## config.mk

```make
export PLATFORM = sky130hd
export DESIGN_NAME = wb_mem_arbiter
export DESIGN_NICKNAME = d
export VERILOG_FILES = /design/src/rtl/wb_arb_pkg.sv /design/src/rtl/rr_arbiter.sv /design/src/rtl/wb_mem_arbiter.sv
export SDC_FILE = /design/constraint.sdc
export NUM_CORES = 1
export LEC_CHECK = 0
export CORE_AREA = 2 2 180 182
export CTS_CLUSTER_DIAMETER = 120
export DETAILED_ROUTE_END_ITERATION = 10
export DIE_AREA = 0 0 182 184
export PLACE_DENSITY_LB_ADDON = 0.15
export REMOVE_ABC_BUFFERS = 1
export SYNTH_ARGS = -nofsm -noshare
export SYNTH_HDL_FRONTEND = slang
export SYNTH_SLANG_ARGS = --single-unit
```

## constraint.sdc

```tcl
create_clock -name wb_clk_i -period 1.7 [get_ports wb_clk_i]
set_input_delay 0.34 -clock wb_clk_i [delete_from_list [all_inputs] [get_ports wb_clk_i]]
set_output_delay 0.34 -clock wb_clk_i [all_outputs]
set_load 0.02 [all_outputs]
```

## src/rtl/wb_arb_pkg.sv

```systemverilog
// Shared types for the Wishbone main-memory arbiter: FSM states and
// the burst-type encodings seen on the cti/bte lines.
package wb_arb_pkg;

   typedef enum logic {
      IDLE = 1'b0,
      BUSY = 1'b1
   } arb_state_e;

   typedef enum logic [2:0] {
      CLASSIC = 3'b000,
      INCR    = 3'b010,
      EOB     = 3'b111
   } cti_e;

   typedef enum logic [1:0] {
      LINEAR = 2'b00
   } bte_e;

endpackage

```

## src/rtl/rr_arbiter.sv

```systemverilog
// Combinational rotating-priority picker: grants the first requester
// strictly after the one-hot last_i position, wrapping around.
module rr_arbiter #(
   parameter int unsigned N = 4
) (
   input  logic [N-1:0] req_i,
   input  logic [N-1:0] last_i,
   output logic [N-1:0] grant_o
);

   localparam logic [N-1:0] ONE = N'(1);

   logic [N-1:0] higher;
   logic [N-1:0] masked;
   logic [N-1:0] pick_src;

   always_comb begin
      // Bits strictly above last_i; if none of them request, wrap to bit 0 upward.
      higher   = ~(last_i | (last_i - ONE));
      masked   = req_i & higher;
      pick_src = (masked != '0) ? masked : req_i;
      grant_o  = pick_src & (~pick_src + ONE);
   end

endmodule

```

## src/rtl/wb_mem_arbiter.sv

```systemverilog
// Round-robin Wishbone B3 arbiter sharing one memory slave among masters;
// grants are held until cyc drops and a watchdog aborts unanswered strobes.
module wb_mem_arbiter
   import wb_arb_pkg::*;
#(
   parameter int unsigned NUM_MASTERS    = 4,
   parameter int unsigned AW             = 32,
   parameter int unsigned DW             = 32,
   parameter int unsigned TIMEOUT_CYCLES = 255
) (
   input  logic                        wb_clk_i,
   input  logic                        wb_rst_ni,
   input  logic [NUM_MASTERS*AW-1:0]   m_adr_i,
   input  logic [NUM_MASTERS*DW-1:0]   m_dat_i,
   input  logic [NUM_MASTERS*DW/8-1:0] m_sel_i,
   input  logic [NUM_MASTERS-1:0]      m_we_i,
   input  logic [NUM_MASTERS-1:0]      m_cyc_i,
   input  logic [NUM_MASTERS-1:0]      m_stb_i,
   input  logic [NUM_MASTERS*3-1:0]    m_cti_i,
   input  logic [NUM_MASTERS*2-1:0]    m_bte_i,
   output logic [DW-1:0]               m_dat_o,
   output logic [NUM_MASTERS-1:0]      m_ack_o,
   output logic [NUM_MASTERS-1:0]      m_err_o,
   output logic [NUM_MASTERS-1:0]      m_rty_o,
   output logic [AW-1:0]               s_adr_o,
   output logic [DW-1:0]               s_dat_o,
   output logic [DW/8-1:0]             s_sel_o,
   output logic                        s_we_o,
   output logic                        s_cyc_o,
   output logic                        s_stb_o,
   output logic [2:0]                  s_cti_o,
   output logic [1:0]                  s_bte_o,
   input  logic [DW-1:0]               s_dat_i,
   input  logic                        s_ack_i,
   input  logic                        s_err_i,
   input  logic                        s_rty_i,
   output logic [NUM_MASTERS-1:0]      grant_o,
   output logic                        timeout_o
);

   localparam int unsigned SW = DW / 8;
   localparam int unsigned CW = (TIMEOUT_CYCLES > 1) ? $clog2(TIMEOUT_CYCLES) : 1;
   localparam logic [CW-1:0] CNT_MAX = (TIMEOUT_CYCLES == 0) ? '0 : CW'(TIMEOUT_CYCLES - 1);
   localparam logic WDOG_EN = (TIMEOUT_CYCLES != 0);
   localparam logic [NUM_MASTERS-1:0] FIRST    = NUM_MASTERS'(1);
   localparam logic [NUM_MASTERS-1:0] LAST_RST = FIRST << (NUM_MASTERS - 1);

   arb_state_e             state_q, state_d;
   logic [NUM_MASTERS-1:0] grant_q, grant_d;
   logic [NUM_MASTERS-1:0] last_q, last_d;
   logic [CW-1:0]          cnt_q, cnt_d;
   logic [NUM_MASTERS-1:0] pick;

   logic [NUM_MASTERS-1:0] sel_oh;
   logic [AW-1:0]          adr_mux;
   logic [DW-1:0]          dat_mux;
   logic [SW-1:0]          sel_mux;
   logic                   we_mux;
   logic [2:0]             cti_mux;
   logic [1:0]             bte_mux;

   logic busy;
   logic g_cyc;
   logic g_stb;
   logic resp;
   logic abort;

   rr_arbiter #(
      .N (NUM_MASTERS)
   ) u_rr (
      .req_i   (m_cyc_i),
      .last_i  (last_q),
      .grant_o (pick)
   );

   // Request-side mux; with no grant the slave sees master 0's address/data.
   always_comb begin
      sel_oh  = (grant_q == '0) ? FIRST : grant_q;
      adr_mux = m_adr_i[AW-1:0];
      dat_mux = m_dat_i[DW-1:0];
      sel_mux = m_sel_i[SW-1:0];
      we_mux  = m_we_i[0];
      cti_mux = m_cti_i[2:0];
      bte_mux = m_bte_i[1:0];
      for (int unsigned k = 0; k < NUM_MASTERS; k++) begin
         if (sel_oh[k]) begin
            adr_mux = m_adr_i[k*AW +: AW];
            dat_mux = m_dat_i[k*DW +: DW];
            sel_mux = m_sel_i[k*SW +: SW];
            we_mux  = m_we_i[k];
            cti_mux = m_cti_i[k*3 +: 3];
            bte_mux = m_bte_i[k*2 +: 2];
         end
      end
   end

   always_comb begin
      busy  = (state_q == BUSY);
      g_cyc = |(m_cyc_i & grant_q);
      g_stb = |(m_stb_i & grant_q);
      resp  = s_ack_i | s_err_i | s_rty_i;
      abort = WDOG_EN & busy & g_stb & ~resp & (cnt_q == CNT_MAX);
   end

   always_comb begin
      s_adr_o   = adr_mux;
      s_dat_o   = dat_mux;
      s_sel_o   = sel_mux;
      s_we_o    = we_mux;
      s_cti_o   = busy ? cti_mux : CLASSIC;
      s_bte_o   = busy ? bte_mux : LINEAR;
      s_cyc_o   = busy & g_cyc;
      s_stb_o   = busy & g_stb & ~abort;
      m_dat_o   = s_dat_i;
      m_ack_o   = grant_q & {NUM_MASTERS{s_ack_i & ~abort}};
      m_err_o   = grant_q & {NUM_MASTERS{s_err_i | abort}};
      m_rty_o   = grant_q & {NUM_MASTERS{s_rty_i}};
      grant_o   = grant_q;
      timeout_o = abort;
   end

   always_comb begin
      state_d = state_q;
      grant_d = grant_q;
      last_d  = last_q;
      unique case (state_q)
         IDLE: begin
            if (m_cyc_i != '0) begin
               grant_d = pick;
               last_d  = pick;
               state_d = BUSY;
            end
         end
         BUSY: begin
            if (!g_cyc) begin
               grant_d = '0;
               state_d = IDLE;
            end
         end
         default: begin
            grant_d = '0;
            state_d = IDLE;
         end
      endcase
   end

   // Watchdog holds its count while the granted master idles stb with cyc high.
   always_comb begin
      cnt_d = cnt_q;
      if (!busy || resp || abort) begin
         cnt_d = '0;
      end else if (g_stb) begin
         cnt_d = cnt_q + CW'(1);
      end
   end

   always_ff @(posedge wb_clk_i or negedge wb_rst_ni) begin
      if (!wb_rst_ni) begin
         state_q <= IDLE;
         grant_q <= '0;
         last_q  <= LAST_RST;
         cnt_q   <= '0;
      end else begin
         state_q <= state_d;
         grant_q <= grant_d;
         last_q  <= last_d;
         cnt_q   <= cnt_d;
      end
   end

endmodule

```

==> out/summary.txt, run 1 <==
Die X: 182 µm
Worst-Margin Slew: 0.371 ns
FFs w/ async S/R, synth: 1.00
Share of layout cells above drive strength 1: 0.287
WS Path Type: reg -> out
Num rows: 65
Post-route ant nets: 0
Unrepaired setup endpoints after global routing: true
Final instance area: 9140 µm²
Ant. Diodes: 0
Initial Util: 0.113
Vias in the first global route: 5,527
CP peak stage delay: 0.51 ns
Crit-path max FO: 7
Starting DRT DRC Count: 217
DR pass1 iterations: 4
Sequential-to-total area share from yosys stat: 0.120
Placer Congestion: 0.782
Area Growth Syn to Fin: 158%
Worst hold path class: in -> async
Worst Setup Slack, final: -0.479 ns
Final Hold Vio Count: 0
Syn_area_per_cell: 6.36 µm²
Max Fclk: 459 MHz
Post-Syn Instances: 557
Final setup vio count: 94
Slew Limit Headroom: 0.749
H-tree depth: 1
PortBufs: 401
Total Power: 11.6 mW
Count leader, synth: nand2_1
Initial antenna violation count: 0
Total grt overflow: 0
WP data arrival: 1.84 ns
Synth top area share: 0.223
EDFF count, synth: 0
GRT Total Usage: 0.155
Placed inst area: 8360 µm²
Die H: 184 µm
Clk_lat worst skew: 0.25 ns
Hpwl dp: 22,300 µm
P_leak: 3.57 nW
Post-synthesis cell type count: 44
Largest net degree at the start of global routing: 29
CTS Buf Count: 3
Slowest CP cell: dfrtp_4
Crit path launch: grant_o[1]
Count of state elements after synthesis: 17
Clock root buffer: clkbuf_16
CP Data Required Time: 1.36 ns
First-pass GRT wire length: 38,200 µm
Cell taking the most area after synthesis: mux2i_1
Syn Std Cell Area: 3540 µm²
Startpoint types: flop
Core footprint: 31,400 µm²
Tcrit/Tclk final: 1.28
Vias: 5,547
Nets: 1,343
Peak supply drop: 431 µV
Clk sinks: 17
Clock Skew: 0.00283 ns
Post-DR wirelength/cell: 19.8 µm
Pins Over Slew Limit: 0
Synth cell count leaders: nand2_1 (84), mux2i_1 (79), o21ai_0 (79), nor2_1 (78), a21oi_1 (75)
Die ar.: 33,500 µm²
Final wirelength: 27,700 µm
CTS clock-pin slew for the worst setup and hold paths: 0.05 ns
Pwr Density: 1270 nW/µm²
Clock Path Buffers: 2
Synth Flop Type: dfrtp_1
Num ports: 466
Status: complete, but fails checks
Failing checks: negative setup slack
CTS tree: built
Yosys warns: 0
Via/cell ratio: 3.96
Cell Chain, Critical Path: buf_12 > buf_8 > buf_16 > mux2i_1 > nor2_1 > a21oi_1 > o21ai_1 > buf_4
Area contributors post-synth: mux2i_1 (22%), dfrtp_1 (11%), o21ai_0 (11%)
Worst Setup End Kind: output pin
Start of the worst register-to-register path: grant_o[1]
Drc violations: 0
Fin crit period: 2.18 ns
Max cap viols: 0
[cell type report]
type / instances / area [µm²]
Fill cell: 3460 / 22300
Timing Repair Buffer: 514 / 5130
Tap cell: 402 / 503
Multi-Input combinational cell: 461 / 2980
Inverter: 3 / 11.3
Clock buffer: 4 / 78.8
Sequential cell: 17 / 438
[state kept, by name, indices dropped and copies added (netlist names)]
signal	flops
last_q	4
cnt_q	8
busy	1
grant_o	4
[critical path: cells and delay by family (launching register included)]
kind / cells / cell delay (ns)
AOI/OAI and AO/OA: 2 / 0.18
buffers and inverters: 4 / 0.62
and+or+nand+nor: 1 / 0.16
DFF: 1 / 0.51
muxes: 1 / 0.12
[timing repair]
| action | 4_1_cts | 5_1_grt |
|---|---|---|
| resized for setup | 598 | 69 |
| setup buffers | 25 | 3 |
| endpoints found under the setup margin | 100 | 106 |
| hold buffers | 0 | 0 |
| pin swaps | 17 | 30 |
| gates cloned | 7 | 2 |
[metal layers]
layer  vias up  GRT usage  wire [µm]
met5         -     0.0311        144
met4         2     0.0116        130
met3        18     0.0895       3320
met2       276      0.250      12500
met1      2435      0.183      11600
li1       2816          -          -
[worst paths after layout]
check                             endpoint  slack, ns  cells past startpoint
min in group wb_clk_i            last_q[3]       0.49                      2
worst max-delay path            s_adr_o[6]      -0.48                      8
worst min register to register   last_q[3]       0.49                      2
worst max register to register  grant_o[1]      -0.26                      8
worst min-delay path                  busy       0.43                      2
max in group asynchronous        last_q[3]       1.01                      2
[kinds of logic after synthesis]
kind of cell,synth area share
xor+xnor,0.00742
mux,0.223
compound gates,0.280
fa+ha+maj,0.00706
buf+inv,0.126
flops,0.120
simple gates,0.236
[cell usage in the layout (no fill, tap or decap), types with 13 or more instances in the layout]
master	instances
buf_12	16
buf_6	27
buf_2	16
a21oi_2	18
buf_4	132
mux2i_1	64
o21ai_1	69
clkdlybuf4s50_1	308
dfrtp_1	13
nand2_1	83
a21oi_1	57
nor2_1	66
[power breakdown]
part	switching, mW	leakage [nW]	internal [mW]
logic	5.23	3.31	5.24
registers	0.165	0.221	0.513
clock network	0.171	0.0382	0.319
[stage by stage]
step / TNS (ns) / hold WS [ns] / instances / setup WS (ns) / util
6_report: -30.15 / 0.433 / 1401 / -0.479 / 0.291
5_1_grt: -37.69 / 0.467 / 1401 / -0.544 / 0.291
4_1_cts: -30.56 / 0.446 / 1398 / -0.486 / 0.283
3_5_place_dp: -51.56 / 0.505 / 1363 / -0.834 / 0.266
3_3_place_gp: -51.14 / 0.493 / 1363 / -0.825 / 0.266
2_1_floorplan: -229.69 / 0.0444 / 481 / -2.66 / -
Power figures use the tool's default switching activity.
==> run 2: changes to the inputs <==
--- a/config.mk
+++ b/config.mk
@@ -5,10 +5,11 @@
 export SDC_FILE = /design/constraint.sdc
 export NUM_CORES = 1
 export LEC_CHECK = 0
-export CORE_AREA = 2 2 180 182
+export CELL_PAD_IN_SITES_DETAIL_PLACEMENT = 1
+export CELL_PAD_IN_SITES_GLOBAL_PLACEMENT = 2
+export CORE_UTILIZATION = 10
 export CTS_CLUSTER_DIAMETER = 120
 export DETAILED_ROUTE_END_ITERATION = 10
-export DIE_AREA = 0 0 182 184
 export PLACE_DENSITY_LB_ADDON = 0.15
 export REMOVE_ABC_BUFFERS = 1
 export SYNTH_ARGS = -nofsm -noshare
==> out/summary.txt, run 2 (synthesis gave the netlist of run 1 again) <==
Area Growth Syn to Fin: 163%
CTS Buf Count: 3 (unchanged)
Startpoint types: flop
GRT Total Usage: 0.142 (-0.0129)
Most frequent cells in the layout: clkdlybuf4s50_1 (305), buf_4 (125), nand2_1 (83)
Final setup vio count: 92 (-2.1%)
Initial Util: 0.102 (-0.0108)
TNS Setup: -29.95 ns (+0.199 ns)
Via/cell ratio: 3.84 (-3.0%)
Vias: 5,629 (+1.5%)
Cell family with most CP delay: flip-flops
Layout Utilization: 0.268 (-0.0232)
Die ar.: 36,200 µm² (+8.0%)
Worst Setup End Kind: output pin
Worst hold path class: in -> async
Slew Limit Headroom: 0.761 (+0.0112)
Max cap viols: 0 (unchanged)
Hold-fix buffers at CTS: 0 (unchanged)
Crit-path max FO: 6 (-1)
Initial antenna violation count: 0 (unchanged)
Total Power: 11.4 mW (-1.6%)
Post-route ant nets: 0 (unchanged)
Worst Setup Slack, final: -0.518 ns (-0.0395 ns)
Num ports: 466 (unchanged)
Clock root buffer: clkbuf_16
Nets: 1,354 (+0.82%)
PortBufs: 401 (unchanged)
P_leak: 3.62 nW (+1.6%)
Reg2Reg Setup Slack: -0.20 ns (+0.06 ns)
Final Hold Vio Count: 0 (unchanged)
Num rows: 68 (+4.6%)
H-tree depth: 1 (unchanged)
CP peak stage delay: 0.56 ns (+0.05 ns)
Tcrit/Tclk final: 1.30 (+0.0232)
WP data arrival: 1.88 ns (+0.04 ns)
Die H: 190 µm (+3.4%)
Drc violations: 0 (unchanged)
Reg with most FFs: cnt_q
Peak supply drop: 419 µV (-2.9%)
Pwr Density: 1230 nW/µm² (-3.4%)
Largest register FFs: 8 (unchanged)
Placed inst area: 8480 µm² (+1.5%)
Worst-Margin Slew: 0.354 ns (-0.0166 ns)
CTS clock-pin slew for the worst setup and hold paths: 0.06 ns (about the same)
Final wirelength: 27,400 µm (-1.2%)
CP Data Required Time: 1.36 ns (about the same)
Buffers & Inverters on Critical Path: 4 (unchanged)
CTS tree: built
Unrepaired setup endpoints after global routing: true
Post-DR wirelength/cell: 18.7 µm (-5.5%)
Largest net degree at the start of global routing: 24 (-17%)
Worst Hold Slack: 0.440 ns (+0.00687 ns)
Die X: 190 µm (+4.5%)
Vias in the first global route: 5,928 (+7.3%)
Status: complete, but fails checks
WS Path Type: reg -> out
Slowest CP cell: dfrtp_4
Starting DRT DRC Count: 128 (-41%)
DR pass1 iterations: 4 (unchanged)
Commonest non-fill, non-tap cell in the layout: clkdlybuf4s50_1
Fin crit period: 2.22 ns (+0.0394 ns)
Core footprint: 34,700 µm² (+11%)
First-pass GRT wire length: 38,100 µm (-0.32%)
Total grt overflow: 0 (unchanged)
Clock Path Buffers: 2 (unchanged)
Clock Skew: 0.00180 ns (-0.00103 ns)
Share of layout cells above drive strength 1: 0.299 (+0.0117)
Ant. Diodes: 0 (unchanged)
Pins Over Slew Limit: 0 (unchanged)
Clk sinks: 17 (unchanged)
Failing checks: negative setup slack
Clk_lat worst skew: 0.26 ns (about the same)
Max Fclk: 451 MHz (-1.8%)
Cell Chain, Critical Path: buf_6 > a22oi_2 > nand2_1 > a41oi_2 > buf_4 > buf_6 > nor2b_1 > buf_4
Hpwl dp: 22,300 µm (about the same)
Placer Congestion: 0.750 (-4.0%)
Final instance area: 9300 µm² (+1.8%)
run 2: stage by stage:
stage	setup slack, ns	cells
floorplan	-2.66	481
global placement	-0.776	1417
detailed placement	-0.824	1417
CTS	-0.514	1448
global route	-0.578	1465
finish	-0.518	1465
run 2: worst paths after layout:
path / startpoint / to / depth (start not counted)
max: grant_o[1] / m_err_o[3] / 8
max in group asynchronous: wb_rst_ni / last_q[3] / 2
min in group wb_clk_i: last_q[3] / last_q[3] / 2
min reg2reg: last_q[3] / last_q[3] / 2
min: wb_rst_ni / grant_o[3] / 2
max reg2reg: grant_o[1] / grant_o[1] / 7
run 2: per-layer routing:
layer  track usage  vias up  part of all wire
met5        0.0261        -            0.0041
met4        0.0120        2            0.0030
met3        0.0647        8              0.10
met2         0.245      235              0.49
met1         0.163     2560              0.40
li1              -     2824                 -
run 2: where the power goes:
part	switching (mW)	internal (mW)	total [mW]
clock	0.182	0.316	0.498
combinational	5.11	5.14	10.3
sequential	0.182	0.513	0.696
total	5.48	5.97	11.4
run 2: repair_timing:
item | in CTS | in global routing
cloned | 4 | 1
pin swaps | 15 | 43
endpoints found under the setup margin | 99 | 107
gates resized for setup | 514 | 174
endpoints found under the hold margin | 0 | 0
setup buffers | 23 | 28
run 2: cell type report:
| class | instances | area (µm²) |
|---|---|---|
| Clock inverter | 1 | 5.00 |
| Inverter | 3 | 11.3 |
| Timing Repair Buffer | 525 | 5180 |
| Clock buffer | 3 | 75.1 |
| Fill cell | 4165 | 25400 |
| Multi-Input combinational cell | 461 | 3020 |
| Sequential cell | 17 | 438 |
| Tap cell | 455 | 569 |
==> run 3: changes to the inputs <==
--- a/config.mk
+++ b/config.mk
@@ -9,7 +9,9 @@
 export CELL_PAD_IN_SITES_GLOBAL_PLACEMENT = 2
 export CORE_UTILIZATION = 10
 export CTS_CLUSTER_DIAMETER = 120
+export CTS_CLUSTER_SIZE = 28
 export DETAILED_ROUTE_END_ITERATION = 10
+export HOLD_SLACK_MARGIN = 0.1
 export PLACE_DENSITY_LB_ADDON = 0.15
 export REMOVE_ABC_BUFFERS = 1
 export SYNTH_ARGS = -nofsm -noshare
==> results of run 3 <==
Final layout, timing and power as in run 2 (identical DEF).
